File: src/rtl/conditionare_senzor_linie.sv
// rtl/conditionare_senzor_linie.sv - IR line-sensor front end: sync, debounce, line-present level, sample and 1 Hz ticks
// Enable-based timebase on the board clock; all outputs come from registered state.
module conditionare_senzor_linie #(
    parameter int CLK_HZ       = 50000000,
    parameter int SAMPLE_HZ    = 1000,
    parameter int DEBOUNCE_CNT = 8,
    parameter int N_SENS       = 3
) (
    input  logic              clk,
    input  logic              rst_n,
    input  logic [N_SENS-1:0] senzor_in,
    output logic [N_SENS-1:0] senzor_stabil,
    output logic              semnal,
    output logic              pierdut_puls,
    output logic              tick_esantion,
    output logic              tick_1hz
);

    localparam int DIV = CLK_HZ / SAMPLE_HZ;
    localparam int PW  = (DIV > 1) ? $clog2(DIV) : 1;
    localparam int HW  = (SAMPLE_HZ > 1) ? $clog2(SAMPLE_HZ) : 1;
    localparam logic [PW-1:0] PRE_MAX = PW'(DIV - 1);
    localparam logic [HW-1:0] HZ_MAX  = HW'(SAMPLE_HZ - 1);
    localparam logic [7:0]    DEB_MAX = 8'(DEBOUNCE_CNT);

    logic [N_SENS-1:0] sync1_q, sync2_q;
    logic [PW-1:0]     pre_q, pre_d;
    logic [HW-1:0]     hz_q, hz_d;
    logic              tick_s_q, tick_s_d;
    logic              tick_h_q, tick_h_d;
    logic [7:0]        deb_q [N_SENS];
    logic [7:0]        deb_d [N_SENS];
    logic [N_SENS-1:0] stabil_q, stabil_d;
    logic              semnal_q, semnal_prev_q;
    logic              pre_wrap, hz_wrap;
    logic [7:0]        inc;

    always_comb begin
        pre_wrap = (pre_q == PRE_MAX);
        hz_wrap  = (hz_q == HZ_MAX);
        pre_d    = pre_wrap ? '0 : pre_q + 1'b1;
        tick_s_d = pre_wrap;
        hz_d     = hz_q;
        tick_h_d = 1'b0;
        // The 1 Hz count advances alongside the sample tick being issued, so both pulses coincide.
        if (pre_wrap) begin
            hz_d     = hz_wrap ? '0 : hz_q + 1'b1;
            tick_h_d = hz_wrap;
        end
    end

    always_comb begin
        inc      = '0;
        stabil_d = stabil_q;
        for (int i = 0; i < N_SENS; i++) begin
            deb_d[i] = deb_q[i];
            inc      = (deb_q[i] == 8'hFF) ? deb_q[i] : deb_q[i] + 8'd1;
            if (tick_s_q) begin
                if (sync2_q[i] == stabil_q[i]) begin
                    deb_d[i] = '0;
                end else if (inc >= DEB_MAX) begin
                    deb_d[i]    = '0;
                    stabil_d[i] = sync2_q[i];
                end else begin
                    deb_d[i] = inc;
                end
            end
        end
    end

    always_ff @(posedge clk or negedge rst_n) begin
        if (!rst_n) begin
            sync1_q       <= '0;
            sync2_q       <= '0;
            pre_q         <= '0;
            hz_q          <= '0;
            tick_s_q      <= 1'b0;
            tick_h_q      <= 1'b0;
            stabil_q      <= '0;
            semnal_q      <= 1'b0;
            semnal_prev_q <= 1'b0;
            for (int i = 0; i < N_SENS; i++) begin
                deb_q[i] <= '0;
            end
        end else begin
            sync1_q       <= senzor_in;
            sync2_q       <= sync1_q;
            pre_q         <= pre_d;
            hz_q          <= hz_d;
            tick_s_q      <= tick_s_d;
            tick_h_q      <= tick_h_d;
            stabil_q      <= stabil_d;
            semnal_q      <= |stabil_q;
            semnal_prev_q <= semnal_q;
            for (int i = 0; i < N_SENS; i++) begin
                deb_q[i] <= deb_d[i];
            end
        end
    end

    assign senzor_stabil = stabil_q;
    assign semnal        = semnal_q;
    assign pierdut_puls  = semnal_prev_q & ~semnal_q;
    assign tick_esantion = tick_s_q;
    assign tick_1hz      = tick_h_q;

endmodule

File: config.mk
export PLATFORM = sky130hd
export DESIGN_NAME = conditionare_senzor_linie
export DESIGN_NICKNAME = d
export VERILOG_FILES = /design/src/rtl/conditionare_senzor_linie.sv
export SDC_FILE = /design/constraint.sdc
export NUM_CORES = 1
export LEC_CHECK = 0
export ABC_AREA = 1
export BUFFER_PORTS_ARGS = -buffer_cell sky130_fd_sc_hd__buf_2
export CORE_UTILIZATION = 45
export CTS_CLUSTER_SIZE = 12
export DETAILED_ROUTE_END_ITERATION = 16
export SLEW_MARGIN = 0
export SYNTH_ARGS = -nofsm -noshare
export SYNTH_HDL_FRONTEND = slang
export SYNTH_SLANG_ARGS = --single-unit
export TNS_END_PERCENT = 30
File: constraint.sdc
create_clock -name clk -period 1.95 [get_ports clk]
set_clock_uncertainty 0.2 [all_clocks]
set_input_delay 0.0975 -clock clk [delete_from_list [all_inputs] [get_ports clk]]
set_output_delay 0.0975 -clock clk [all_outputs]
set_load 0.01 [all_outputs]
### After elaboration in Yosys (flattened, before gate mapping)

Cells that the tools add are included.

* bits in registers: 63
* output and inout port bits: 7
* word-level logic and storage cells: 51

* add/subtract/negate cells: 5
* magnitude comparators: 3
* equal/unequal tests: 8
* multiplexer cells: 12
* bitwise logic cells: 5
* reduce and logical (&&, ||, !) cells: 4

Operator list (count)
* $mux 8: 9
* $add 8x1->8 const B: 3
* $eq 8x8->1 const B: 3
* $ge 8x4->1 const B: 3
* $add 16x1->16 const B: 1
* $eq 16x16->1 const B: 1
* $mux 16: 1
* $add 10x1->10 const B: 1
* $eq 10x10->1 const B: 1
* $mux 10: 1
* $reduce_and 3->1: 3
* $not 1->1: 4
* $eq 1x1->1: 3
* $reduce_or 3->1: 1
* $and 1x1->1: 1
* $mux 1: 1

### Logic depth before layout (Yosys ltp)

Gate-level depths: netlist of the first run.

* depth after elaboration: 5
* depth in mapped cells: 11
* mapped depth without buffers: 11

### Worst setup path before layout of the first run

OpenSTA, ideal clock, no wires.

* path kind: reg2reg
* start: reg deb_q[16] (netlist bit)
* end: reg stabil_q[0], in the netlist senzor_stabil[0]
* data arrival time: 1278 ps
* data required time: 1633 ps
* slack: 355 ps
* cell stages (with the launch flop): 10
* path buffers: 0
* cell sequence: dfrtp_1 ha_1 nand2_2 nor2_2 nand2_2 inv_1 a21oi_1 nand3_2 nand3_1 nand2_1

* cells in the longest elaborated chain, start to end: 4
* elaborated cells between the ends (all ways): 5
* classes of those cells: add/sub (1); order compare (1); eq/ne (1); mux (1); reduce/logical (1)

Ends and longest elaborated chain
* start, declared: line 31 `logic [7:0] deb_q [N_SENS];`
* start signal, assigned by index: line 96 `deb_q[i] <= deb_d[i];`
* $add 8x1->8 / $eq 8x8->1 (equally long branches): line 57 `inc = (deb_q[i] == 8'hFF) ? deb_q[i] : deb_q[i] + 8'd1;`
* $mux 8 (*): line 57
* $ge 8x4->1 (*): line 61 `end else if (inc >= DEB_MAX) begin`
* $reduce_and 3->1 (no source line) (*)
* end signal, assigned: line 92 `stabil_q <= stabil_d;`
* end, declared: line 33 `logic [N_SENS-1:0] stabil_q, stabil_d;`

Every way passes the cells marked *; elsewhere a longest branch is shown, timed or not.
A chain may end at the register's enable or synchronous reset.

### Worst setup path in the final report of the first run

* start: reg deb_q[0] (netlist bit)
* end: reg deb_q[0] (netlist bit)

* cells in the longest elaborated chain, start to end: 5
* elaborated cells between the ends (all ways): 6
* classes of those cells: add/sub (1); order compare (1); eq/ne (1); mux (3)

Ends and longest elaborated chain
* $add 8x1->8 / $eq 8x8->1 (equally long branches): line 57
* $mux 8 (*): line 57
* $ge 8x4->1: line 61
* $mux 8 (*): line 61
* $mux 8 (*): line 59 `if (sync2_q[i] == stabil_q[i]) begin`

Marks and branches as above.

==> flow_summary.json, run 1 <==
{
  "status": "completed",
  "maxCapViolCount": 0,
  "final_util": 0.532,
  "drtAntennaViolNets": 0,
  "numClockSinks": 63,
  "globalplace.congestion": 0.830,
  "hold_class": "in2async",
  "power.switching_mw": 0.508,
  "nNetsFinal": 416,
  "dpl.cell_count": 487,
  "syn_nets": 394,
  "pwr-share-comb": 0.016,
  "sw_frac_of_total": 0.203,
  "period_share": 0.892,
  "diodes": 0,
  "yosysWarningCount": 0,
  "layout_commonest_cell": "nand2_1",
  "fin_ws_ps": 211,
  "drive_gt1_frac": 0.144,
  "timing.critical_path.buf_inv": 1,
  "grt_max_degree": 64,
  "syn-cell-area_um2": 3220,
  "firstDrtPassIters": 4,
  "slew_violations": 0,
  "numCtsBuffers": 9,
  "area_growth_syn_to_layout_pct": 13.5,
  "peakVddDrop_mv": 0.527,
  "cts_buffer_depth": 2,
  "synth_top_cell_area_share": 0.489,
  "routed_wl_um": 6090,
  "worst_pin_slew_ps": 355,
  "overflow": 0,
  "grt_usage": 0.189,
  "cp-start-kind": "flip-flop",
  "clkTransAtPathRegs_ps": 60,
  "numPortBuffers": 11,
  "ys_top_cells_by_area": "dfrtp_1 49%, nand2_1 8.0%, inv_1 6.9%",
  "wl_per_cell_um": 12.0,
  "antenna_found_initial": 0,
  "stdcell_count": 507,
  "cp_max_fo": 4,
  "cts_tree": "done",
  "required_ps": 2000,
  "grt_pass1_wl_um": 10900,
  "finalHoldViolCount": 0,
  "setup_viol": 0,
  "post_cts_buffers": 0,
  "p_clk_frac": 0.458,
  "layout_common_cells": "69 x nand2_1, 63 x dfrtp_1, 59 x inv_1",
  "synth_area_per_cell_um2": 8.39,
  "rows": 30,
  "drt_iter0_drc": 111,
  "fin_setup_tns_ps": 0,
  "die_area_um2": 7500,
  "synth_edf_count": 0,
  "crit_type": "reg2reg",
  "core_area_um2": 6870,
  "ys_ff_latch": 63,
  "critPathSlowestCell": "dfrtp_1",
  "vias": 2533,
  "worst_slew_margin_rel": 0.761,
  "seq_area_frac_synth": 0.489,
  "die_h_um": 86.6,
  "p_int_mw": 2.00,
  "clk_latency_ps": 330,
  "ys_async_sr_fraction": 1.00,
  "ios": 12,
  "grt_pass1_vias": 2393,
  "rsz0062_at_grt": "no",
  "max_freq_ghz": 0.575,
  "cpLargestDelayFamily": "compound AO/OA/AOI/OAI gates",
  "start_util": 0.469,
  "hpwl_um": 4190,
  "cp.arrival_ps": 1790,
  "cp-end-kind": "flip-flop",
  "post-place-ws_ps": 170,
  "p_per_area_nw_per_um2": 685,
  "synth_ff_type": "dfrtp_1",
  "die_w_um": 86.6,
  "netlist_instances": 384,
  "cp_cell_sequence": "ha_1, o31ai_1, nand2_1, nor2_1, inv_1, o21ai_0",
  "ys_types": 36,
  "pwr-share-seq": 0.526,
  "drc": 0,
  "cts_max_level": 3,
  "p_leak_nw": 1.73,
  "cpPeakStageDelay_ps": 420,
  "yosys.area.top_type": "dfrtp_1",
  "viasPerCell": 5.00,
  "cts-root-buf": "clkbuf_8",
  "min_period_ps": 1740
}
-- state kept, by name, summed over array words and instances (netlist names) --
name	count
senzor_stabil	3
pre_q	16
hz_q	10
tick_esantion	1
deb_q	24
semnal_prev_q	1
sync2_q	3
semnal	1
tick_1hz	1
sync1_q	3
-- through the flow --
| step | hold slack (ps) | total power, mW | area (um2) |
|---|---|---|---|
| 2_1_floorplan | -398 | 1.34 | 3220 |
| 3_3_place_gp | -62.3 | 1.38 | 3390 |
| 3_5_place_dp | -64.5 | 1.38 | 3390 |
| 4_1_cts | 108 | 2.56 | 3640 |
| 5_1_grt | 140 | 2.63 | 3660 |
| 6_report | 108 | 2.50 | 3660 |
-- synthesized netlist by cell type, types with 3 or more instances --
cell,instances
dfrtp_1,63
nand3_1,22
nor2_2,5
nor2_4,3
nand2_1,69
nand2_2,3
buf_2,3
nand3_2,5
nor3_1,12
ha_1,5
a21oi_1,6
nor4_1,3
o22ai_1,4
o21ai_1,9
nand4_1,17
nor2_1,40
o21ai_0,18
inv_1,59
xor2_1,13
-- power groups by stage --
stage	sequential [mW]	clock [mW]	combinational, mW
after floorplan	1.34	0	0.00143
after global placement	1.34	0	0.0373
after detailed placement	1.34	0	0.0372
after CTS	1.32	1.20	0.0435
after global routing	1.32	1.27	0.0478
final	1.32	1.15	0.0404
-- logic make-up after synthesis --
kind of cell,after synthesis,share of synthesized area
and+or+nand+nor,190,0.293
adders and majority gates,5,0.0194
xor gates and xnor gates,15,0.0408
buffers and inverters,69,0.0858
AOI/OAI and AO/OA,42,0.0715
DFF,63,0.489
-- per-layer routing --
layer  wire length (um)  share of wire  track usage  vias to the layer above
met4                 82          0.013       0.0697                        0
met2               2820           0.46        0.297                       38
met5                  0              0            0                        -
met1               3000           0.49        0.245                     1200
li1                   -              -            -                     1287
met3                195          0.032       0.0600                        8
-- worst min-delay path, stage by stage --
cell	delay [ps]
dlygate4sd3_1	530
buf_2	120
buf_12	280
-- layout make-up --
class | instances | area, um2
clock buffers | 15 | 206
inverters | 63 | 243
clock inverters | 1 | 7.51
fillers | 629 | 3210
repair buffers | 17 | 123
multi-input cells | 252 | 1380
well taps | 96 | 120
flip-flops and latches | 63 | 1580
-- final timing paths --
check                            from         end  slack (ps)  cells past startpoint
min in group clk           sync1_q[0]  sync2_q[0]         150                      0
max in group asynchronous       rst_n   deb_q[21]        1170                      3
setup reg to reg             deb_q[0]    deb_q[0]         210                      6
hold / removal                  rst_n    deb_q[9]         110                      3
hold reg to reg            sync1_q[0]  sync2_q[0]         150                      0
setup / recovery             deb_q[0]    deb_q[0]         210                      6
-- timing repair --
action,in CTS,in global routing
endpoints found under the hold margin,66,0
setup endpoints to repair,0,1
resized for setup,0,2
hold buffers,4,0
No activity file was read; power rests on OpenSTA's default activity.
==> run 2: changes to the inputs <==
--- a/config.mk
+++ b/config.mk
@@ -10,6 +10,7 @@
 export CORE_UTILIZATION = 45
 export CTS_CLUSTER_SIZE = 12
 export DETAILED_ROUTE_END_ITERATION = 16
+export SETUP_SLACK_MARGIN = 0.5
 export SLEW_MARGIN = 0
 export SYNTH_ARGS = -nofsm -noshare
 export SYNTH_HDL_FRONTEND = slang
==> run 2 against run 1 <==
Cell area increased by 14%. Sequential power hardly changed. Worst hold slack got worse by 36 ps. Sequential cell count did not move.
==> flow_summary.json, run 2 (same netlist as run 1, synthesis figures left out) <==
{
  "fillers": 589,
  "numCtsBuffers": 9,
  "die_w_um": 86.6,
  "rows": 30,
  "cts_buffer_depth": 2,
  "crit_type": "reg2reg",
  "layout_common_cells": "61 x nand2_1, 53 x dfrtp_1, 51 x inv_1",
  "worst_slew_margin_rel": 0.634,
  "drt_iter0_drc": 115,
  "setup_viol": 0,
  "timing.critical_path.buf_inv": 1,
  "slew_violations": 0,
  "cts-root-buf": "clkbuf_8",
  "firstDrtPassIters": 4,
  "cp_cell_sequence": "ha_2, nand2_4, nor2_4, nand2_4, buf_4, o21ai_2, o21bai_4, o21ai_2",
  "grt_pass1_wl_um": 11400,
  "grt_usage": 0.199,
  "p_per_area_nw_per_um2": 622,
  "cp-start-kind": "flip-flop",
  "reg_top3": "deb_q x24, pre_q x16, hz_q x10",
  "rrSetupSlack_ps": 290,
  "die_h_um": 86.6,
  "cp-end-kind": "flip-flop",
  "grt_max_degree": 41,
  "viasPerCell": 4.98,
  "start_util": 0.469,
  "numClockSinks": 63,
  "cp.arrival_ps": 1690,
  "fin_setup_tns_ps": 0,
  "cts_max_level": 3,
  "r2r-start": "deb_q[16]",
  "clkTransAtPathRegs_ps": 70,
  "cp_max_fo": 5,
  "multi_input_area_um2": 1620,
  "maxCapViolCount": 0,
  "r2r-end": "deb_q[17]",
  "worst_pin_slew_ps": 549,
  "core_area_um2": 6870,
  "cpPeakStageDelay_ps": 390,
  "die_area_um2": 7500,
  "globalplace.congestion": 0.895,
  "overflow": 0,
  "cts_tree": "done",
  "wl_per_cell_um": 12.8,
  "grt_pass1_vias": 2497,
  "routed_wl_um": 6890,
  "hold_class": "in2async",
  "nNetsFinal": 447,
  "drive_gt1_frac": 0.311,
  "max_freq_ghz": 0.602,
  "drc": 0,
  "cpLargestDelayFamily": "flip-flops",
  "min_period_ps": 1660,
  "p_leak_nw": 1.93,
  "ios": 12,
  "reg2regPathDepth": 8,
  "layout_commonest_cell": "nand2_1",
  "hpwl_um": 4180,
  "largest_reg_flops": 24,
  "status": "completed",
  "numPortBuffers": 11,
  "regMostFlops": "deb_q",
  "peakVddDrop_mv": 0.714,
  "finalHoldViolCount": 0,
  "diodes": 0,
  "vias": 2673,
  "antenna_found_initial": 0,
  "period_share": 0.853,
  "area_growth_syn_to_layout_pct": 29.1,
  "power_mw": 2.59,
  "critPathSlowestCell": "dfrtp_1",
  "clk_latency_ps": 340,
  "drtAntennaViolNets": 0,
  "rsz0062_at_grt": "yes",
  "required_ps": 1980,
  "ff_latch_area_um2": 1590
}
[run 2: cell types whose count changed in the layout (fill, tap and decap cells not counted), sizes merged]
cell,previous run,this run
buf,13,42
bufinv,0,2
clkbuf,15,11
clkinv,2,6
clkinvlp,1,0
[run 2: worst reg2reg max path, stage by stage, from the launching register on]
cell and delay [ps]:
dfrtp_1 390, ha_2 220, nand2_4 70, nor2_4 120, nand2_4 80, buf_4 150, o21ai_2 120, o21bai_4 140
o21ai_2 70
[run 2: area by class of cell]
| class | count | area share |
|---|---|---|
| multi-input cells | 252 | 0.390 |
| flip-flops and latches | 63 | 0.382 |
| inverters | 63 | 0.0602 |
| well taps | 96 | 0.0289 |
| repair inverters | 2 | 0.00421 |
| repair buffers | 46 | 0.0836 |
| clock inverters | 4 | 0.0168 |
| clock buffers | 11 | 0.0340 |
[run 2: timing repair]
| item | 4_1_cts | 5_1_grt |
|---|---|---|
| gates cloned | 2 | 0 |
| setup buffers | 23 | 6 |
| pin swaps | 23 | 16 |
| resized for setup | 37 | 28 |
| hold endpoints to repair | 66 | 0 |
| hold buffers | 4 | 0 |
| endpoints found under the setup margin | 33 | 39 |
[run 2: power breakdown]
| part | internal, mW | total (mW) | switching, mW |
|---|---|---|---|
| clock | 0.743 | 1.23 | 0.485 |
| combinational | 0.0129 | 0.0403 | 0.0274 |
| sequential | 1.31 | 1.32 | 0.00338 |
| total | 2.07 | 2.59 | 0.516 |
[run 2: through the flow]
step | instance area [um2] | util | std cells | hold WS [ps] | worst slack (ps)
global placement | 3440 | 0.501 | 487 | -81.1 | 292
finish | 4160 | 0.605 | 537 | 71.8 | 288
detailed placement | 3440 | 0.501 | 487 | -82.9 | 268
floorplan | 3280 | - | 384 | -398 | 413
CTS | 4010 | 0.584 | 531 | 72.7 | 346
global route | 4160 | 0.605 | 537 | 115 | 202
[run 2: worst max path at each step]
stage | slack (ps) | from | endpoint | cells past startpoint
final | 290 | deb_q[16] | deb_q[17] | 8
after global routing | 200 | deb_q[17] | deb_q[17] | 8
after CTS | 350 | deb_q[17] | senzor_stabil[0] | 10
after detailed placement | 270 | deb_q[17] | senzor_stabil[0] | 9
after global placement | 290 | pre_q[0] | hz_q[2] | 6
after floorplan | 410 | deb_q[16] | senzor_stabil[0] | 9
[run 2: per-layer routing]
metal	part of all wire	vias up	wire length, um	global-route usage
met1	0.46	1257	3160	0.250
met2	0.49	60	3350	0.325
li1	-	1342	-	-
met4	0.021	0	142	0.0727
met3	0.035	14	242	0.0600
met5	0	-	0	0
